<file path="src/rtl/conv_top_system.sv">
// Streaming single-layer convolution engine: one activation/weight word pair per step,
// a LANES-wide signed dot product accumulated per output, saturated to IO_DATA_WIDTH.

module conv_signed_mult #(
    parameter int WIDTH = 8
) (
    input  logic signed [WIDTH-1:0]   a,
    input  logic signed [WIDTH-1:0]   b,
    output logic signed [2*WIDTH-1:0] prod
);
    assign prod = a * b;
endmodule

module conv_signed_adder #(
    parameter int WIDTH = 32
) (
    input  logic signed [WIDTH-1:0] a,
    input  logic signed [WIDTH-1:0] b,
    output logic signed [WIDTH-1:0] sum
);
    assign sum = a + b;
endmodule

// state | meaning
// IDLE  | waiting for start, readies low
// RUN   | streaming steps, one per cycle when both valids are high
module conv_top_system #(
    parameter int IO_DATA_WIDTH      = 8,
    parameter int ACCUMULATION_WIDTH = 32,
    parameter int FEATURE_MAP_WIDTH  = 56,
    parameter int FEATURE_MAP_HEIGHT = 56,
    parameter int INPUT_NB_CHANNELS  = 64,
    parameter int OUTPUT_NB_CHANNELS = 64,
    parameter int KERNEL_SIZE        = 3,
    parameter int MEM_BW             = 128,
    parameter int ADDR_WIDTH_ACT     = 14,
    parameter int ADDR_WIDTH_WEIGHTS = 12
) (
    input  logic                            clk,
    input  logic                            arst_n_in,
    input  logic [MEM_BW-1:0]               activations_input,
    input  logic [MEM_BW-1:0]               weights_input,
    input  logic                            activations_valid,
    input  logic                            weights_valid,
    output logic                            activations_ready,
    output logic                            weights_ready,
    output logic signed [IO_DATA_WIDTH-1:0] out,
    output logic                            output_valid,
    input  logic                            start,
    output logic                            running
);
    localparam int IO     = IO_DATA_WIDTH;
    localparam int ACC    = ACCUMULATION_WIDTH;
    localparam int LANES  = MEM_BW / IO_DATA_WIDTH;
    localparam int LEVELS = (LANES > 1) ? $clog2(LANES) : 0;
    localparam int CBLKS  = INPUT_NB_CHANNELS / LANES;
    localparam int STEPS  = KERNEL_SIZE * KERNEL_SIZE * CBLKS;

    function automatic int cnt_w(input int n);
        return (n > 1) ? $clog2(n) : 1;
    endfunction

    localparam int STEP_W = cnt_w(STEPS);
    localparam int CO_W   = cnt_w(OUTPUT_NB_CHANNELS);
    localparam int X_W    = cnt_w(FEATURE_MAP_WIDTH);
    localparam int Y_W    = cnt_w(FEATURE_MAP_HEIGHT);

    localparam logic [STEP_W-1:0] STEP_LAST = STEP_W'(STEPS - 1);
    localparam logic [CO_W-1:0]   CO_LAST   = CO_W'(OUTPUT_NB_CHANNELS - 1);
    localparam logic [X_W-1:0]    X_LAST    = X_W'(FEATURE_MAP_WIDTH - 1);
    localparam logic [Y_W-1:0]    Y_LAST    = Y_W'(FEATURE_MAP_HEIGHT - 1);

    // Configuration sanity, caught at elaboration rather than as silent misbehaviour.
    if ((INPUT_NB_CHANNELS % LANES) != 0 || (1 << LEVELS) != LANES) begin : g_bad_lanes
        $error("conv_top_system: channel count / lane count configuration unsupported");
    end
    if (ADDR_WIDTH_ACT < 1 || ADDR_WIDTH_WEIGHTS < 1 || ACC <= 2 * IO) begin : g_bad_widths
        $error("conv_top_system: width parameters out of range");
    end

    typedef enum logic {
        IDLE,
        RUN
    } state_t;

    state_t                  state;
    logic                    ready_q;
    logic [STEP_W-1:0]       step_cnt;
    logic [CO_W-1:0]         co_cnt;
    logic [X_W-1:0]          x_cnt;
    logic [Y_W-1:0]          y_cnt;
    logic signed [ACC-1:0]   acc;
    logic signed [ACC-1:0]   acc_base;
    logic signed [ACC-1:0]   acc_sum;
    logic signed [ACC-1:0]   dot;
    logic                    fire;
    logic                    first_step;
    logic                    last_step;

    assign activations_ready = ready_q;
    assign weights_ready     = ready_q;

    assign fire       = ready_q & activations_valid & weights_valid;
    assign first_step = (step_cnt == STEP_LAST);
    assign last_step  = (step_cnt == '0);

    // Level 0 holds the sign-extended lane products; each level halves the node count.
    for (genvar l = 0; l <= LEVELS; l++) begin : g_lvl
        localparam int N = LANES >> l;
        logic signed [ACC-1:0] node [N];
        if (l == 0) begin : g_leaf
            for (genvar j = 0; j < N; j++) begin : g_lane
                logic signed [IO-1:0]   a_lane;
                logic signed [IO-1:0]   w_lane;
                logic signed [2*IO-1:0] prod;
                assign a_lane = activations_input[j*IO +: IO];
                assign w_lane = weights_input[j*IO +: IO];
                conv_signed_mult #(.WIDTH(IO)) u_mult (
                    .a    (a_lane),
                    .b    (w_lane),
                    .prod (prod)
                );
                assign node[j] = {{(ACC-2*IO){prod[2*IO-1]}}, prod};
            end
        end else begin : g_sum
            for (genvar j = 0; j < N; j++) begin : g_node
                conv_signed_adder #(.WIDTH(ACC)) u_add (
                    .a   (g_lvl[l-1].node[2*j]),
                    .b   (g_lvl[l-1].node[2*j+1]),
                    .sum (node[j])
                );
            end
        end
    end

    assign dot = g_lvl[LEVELS].node[0];

    // The first step of an output starts from zero so stale accumulator contents never leak.
    assign acc_base = first_step ? '0 : acc;

    conv_signed_adder #(.WIDTH(ACC)) u_acc_add (
        .a   (acc_base),
        .b   (dot),
        .sum (acc_sum)
    );

    function automatic logic signed [IO-1:0] saturate(input logic signed [ACC-1:0] v);
        logic signed [ACC-1:0] hi;
        logic signed [ACC-1:0] lo;
        hi = {{(ACC-IO+1){1'b0}}, {(IO-1){1'b1}}};
        lo = {{(ACC-IO+1){1'b1}}, {(IO-1){1'b0}}};
        if (v > hi) begin
            return {1'b0, {(IO-1){1'b1}}};
        end else if (v < lo) begin
            return {1'b1, {(IO-1){1'b0}}};
        end else begin
            return v[IO-1:0];
        end
    endfunction

    always_ff @(posedge clk or posedge arst_n_in) begin
        if (arst_n_in) begin
            state        <= IDLE;
            running      <= 1'b0;
            ready_q      <= 1'b0;
            step_cnt     <= '0;
            co_cnt       <= '0;
            x_cnt        <= '0;
            y_cnt        <= '0;
            acc          <= '0;
            out          <= '0;
            output_valid <= 1'b0;
        end else begin
            output_valid <= 1'b0;
            case (state)
                IDLE: begin
                    if (start) begin
                        state    <= RUN;
                        running  <= 1'b1;
                        ready_q  <= 1'b1;
                        step_cnt <= STEP_LAST;
                        co_cnt   <= CO_LAST;
                        x_cnt    <= X_LAST;
                        y_cnt    <= Y_LAST;
                    end
                end
                RUN: begin
                    if (fire) begin
                        acc <= acc_sum;
                        if (last_step) begin
                            out          <= saturate(acc_sum);
                            output_valid <= 1'b1;
                            step_cnt     <= STEP_LAST;
                            if (co_cnt == '0) begin
                                co_cnt <= CO_LAST;
                                if (x_cnt == '0) begin
                                    x_cnt <= X_LAST;
                                    if (y_cnt == '0) begin
                                        y_cnt   <= Y_LAST;
                                        state   <= IDLE;
                                        running <= 1'b0;
                                        ready_q <= 1'b0;
                                    end else begin
                                        y_cnt <= y_cnt - 1'b1;
                                    end
                                end else begin
                                    x_cnt <= x_cnt - 1'b1;
                                end
                            end else begin
                                co_cnt <= co_cnt - 1'b1;
                            end
                        end else begin
                            step_cnt <= step_cnt - 1'b1;
                        end
                    end
                end
                default: begin
                    state   <= IDLE;
                    running <= 1'b0;
                    ready_q <= 1'b0;
                end
            endcase
        end
    end

endmodule

</file>
<file path="config.mk">
export PLATFORM = sky130hd
export DESIGN_NAME = conv_top_system
export DESIGN_NICKNAME = d
export VERILOG_FILES = /design/src/rtl/conv_top_system.sv
export SDC_FILE = /design/constraint.sdc
export NUM_CORES = 2
export LEC_CHECK = 0
export CAP_MARGIN = 20
export CORE_MARGIN = 3
export CORE_UTILIZATION = 40
export CTS_BUF_LIST = sky130_fd_sc_hd__clkbuf_8 sky130_fd_sc_hd__clkbuf_16
export CTS_CLUSTER_SIZE = 8
export DETAILED_ROUTE_END_ITERATION = 8
export PLACE_DENSITY = 0.6
export SETUP_SLACK_MARGIN = 0.3
export SYNTH_ARGS = -nofsm -noshare
export SYNTH_HDL_FRONTEND = slang
export SYNTH_SLANG_ARGS = --single-unit
</file>
<file path="constraint.sdc">
create_clock -name clk -period 27.9 [get_ports clk]
set_clock_uncertainty 0.2 [all_clocks]
set_input_delay 8.37 -clock clk [delete_from_list [all_inputs] [get_ports clk]]
set_output_delay 8.37 -clock clk [all_outputs]
set_load 0.01 [all_outputs]
</file>
==> results.md <==
* Bufs and invs on worst path at 5
* Max-Cap Viols at 0
* Max incr delay on CP at 0.85 ns
* Clock buffer count from CTS at 9
* Final nets at 7805
* GRT Util Overall at 21.5%
* Core Area at about 130000 um2
* Final Hold Vio Count at 0
* Commonest cells after routing, fill and taps aside: inv_1 (1737), fa_1 (1567), and2_1 (518)
* First-pass GRT wire length at 226000 um
* Crit-path max FO at 9
* Die area at roughly 140000 um2
* Via Count at 34500
* Detailed placement HPWL at 130000 um
* Initial Utilization at a little over 40%
* Hold Path Class: register to register
* Drt via density at 4.70
* Residual DRC at 0
* Syn Area/Cell at 9.99 um2
* Post-CTS setup buffer count at 0
* Share of the yosys chip area belonging to registers at 3.16%
* Post-Syn Nets at about 7600
* 1st-pass router iterations at 5
* Crit path launch type: input port
* Crit path kind: input port to register
* Synth Instances at 5317
* Final setup fails at 0
* Slowest cell on the critical path: clkdlybuf4s50_1
* Clock Latency Late Sink at 0.33 ns
* Most common cell after layout, fill and taps aside: inv_1
* Required @ worst endpoint at 27.95 ns
* Number of synthesized flops with an enable pin at 0
* Yosys warning count at 0
* Routed length per instance at 19.1 um
* Total wire length at 140000 um
* Die Ht at 370 um
* Final critical-path share of the clock period at 69.1%
* DR iter-0 viols at about 1800
* FP Rows at approximately 130
* Die Width at 370 um
* Final Wtd Congestion at 0.933
* PortBufs at 272
* Register bit count reported by yosys at between 60 and 70
* Most frequent CP cell: fa_1
* Layout area overhead at 9.68%
* Setup TNS at 0 ns
* Synth async-reset ratio at 100%
* Crit. End Element: register
* Relative slew slack at 30.0%
* Total global routing overflow at 0
* Via count of the first global-routing pass at 39400
* Number of filler cells placed in the layout at 12800
* Critical Path AT at about 19 ns
* CTS Sinks at 67
* Yosys cell types at 72
* # IOs at 273
* Status: finished clean
* Antenna-violating nets left at 0
* Clock Pin Slew Worst Setup and Hold Paths at 0.06 ns
* Resized Gates After CTS at 0
* Clk buf depth at 2
* Largest net degree at the start of global routing at 68
* Clk root buf: clkbuf_16
* CTS tree: done
* Mapped cell area at 53100 um2
* Hold-fix buffer count after cts at 0
* Slew Viols, Final at 0
* Initial antenna violation count at 13
* Highest clock rate at 51.9 MHz
* Max H-tree Level at 3
* Ys flop type: dfrtp_1
* Fraction of layout cells with a size suffix above 1 at less than 1%
* Period minus WS final at 19.29 ns
* RSZ-0062 raised after global routing: false
* Cell family with most CP delay: adder cells
* Least-Margin Pin Slew at 1.05 ns
## final timing paths
kind,cells after the start,end,slack (ns),start
setup reg to reg,31,out[0]$_DFFE_PP0P_,17.08,step_cnt[2]$_DFFE_PP0P_
max in group asynchronous,3,acc[7]$_DFFE_PP0P_,18.51,arst_n_in
setup / recovery,29,out[5]$_DFFE_PP0P_,8.61,weights_input[71]
min in group asynchronous,3,acc[5]$_DFFE_PP0P_,8.42,arst_n_in
hold / removal,2,acc[17]$_DFFE_PP0P_,0.27,acc[17]$_DFFE_PP0P_
hold reg to reg,2,acc[17]$_DFFE_PP0P_,0.27,acc[17]$_DFFE_PP0P_
## cell usage after synthesis (all sizes together), types with 5 or more instances
master | n | share of area (%)
a21o | 8 | 0.12
a31oi | 6 | 0.071
o211ai | 10 | 0.15
and3 | 6 | 0.071
mux2 | 8 | 0.17
nor2b | 56 | 0.66
inv | 1738 | 12
nand3 | 15 | 0.14
ha | 409 | 9.6
nand2 | 511 | 3.6
buf | 7 | 0.099
a32oi | 8 | 0.13
nand3b | 7 | 0.099
xor2 | 11 | 0.18
fa | 1567 | 59
nand2b | 75 | 0.88
nand4 | 11 | 0.13
nor2 | 35 | 0.25
nor3 | 19 | 0.18
xnor2 | 32 | 0.56
a21oi | 43 | 0.41
o21a | 7 | 0.10
o21ai | 53 | 0.50
dfrtp | 67 | 3.2
and2 | 520 | 6.1
clkbuf | 32 | 0.23
a211oi | 6 | 0.094
and4 | 5 | 0.082
## worst min-delay path, cell delays in order, from the launching register on
cell and delay, ns:
dfrtp_1 0.33, nand2_1 0.05, nand2_1 0.06
## per-stage QoR
step           setup WS, ns  utilization, %  std cells  cell area, um2  hold slack, ns
2_1_floorplan          9.50               -       5317           53100           0.237
6_report               8.61            44.2       7338           58200           0.270
4_1_cts                8.58            44.2       7327           58200           0.275
3_3_place_gp           8.29            44.0       7311           57900           0.252
3_5_place_dp           8.24            44.0       7312           57900           0.259
5_1_grt                7.99            44.2       7336           58200           0.293
## metal layers
layer	vias up	global-route usage (%)	wire [um]
li1	15500	-	-
met1	18200	30.1	60800
met2	738	36.9	70300
met3	106	1.71	6140
met4	2	3.85	2940
met5	-	0	13
## flip-flops by register name, summed over array words and instances (netlist names)
name and count:
out 8, state 1, co_cnt 6, step_cnt 6, x_cnt 6, acc 32, y_cnt 6, activations_ready 1
output_valid 1
## cells by family after synthesis
logic type,after synthesis,share of synthesized area [%]
adders and majority gates,1976,68.7
muxes,9,0.189
buffers and inverters,1778,12.6
xor gates and xnor gates,43,0.738
DFF,67,3.16
and+or+nand+nor,1280,12.6
AOI/OAI and AO/OA,164,1.98
## area by class of cell
class,count,area (um2),area share [%]
sequential,67,1680,2.88
clock buffer,9,225,0.387
inverter,1739,6530,11.2
clock inverter,6,67.6,0.116
multi-input combinational,3472,44700,76.8
antenna,11,27.5,0.0473
timing repair buffer,279,2800,4.80
tap,1755,2200,3.77
Power is left out: the tool's default activity adds up to more than one toggle a clock period on the data nets, which glitch-free logic cannot reach.
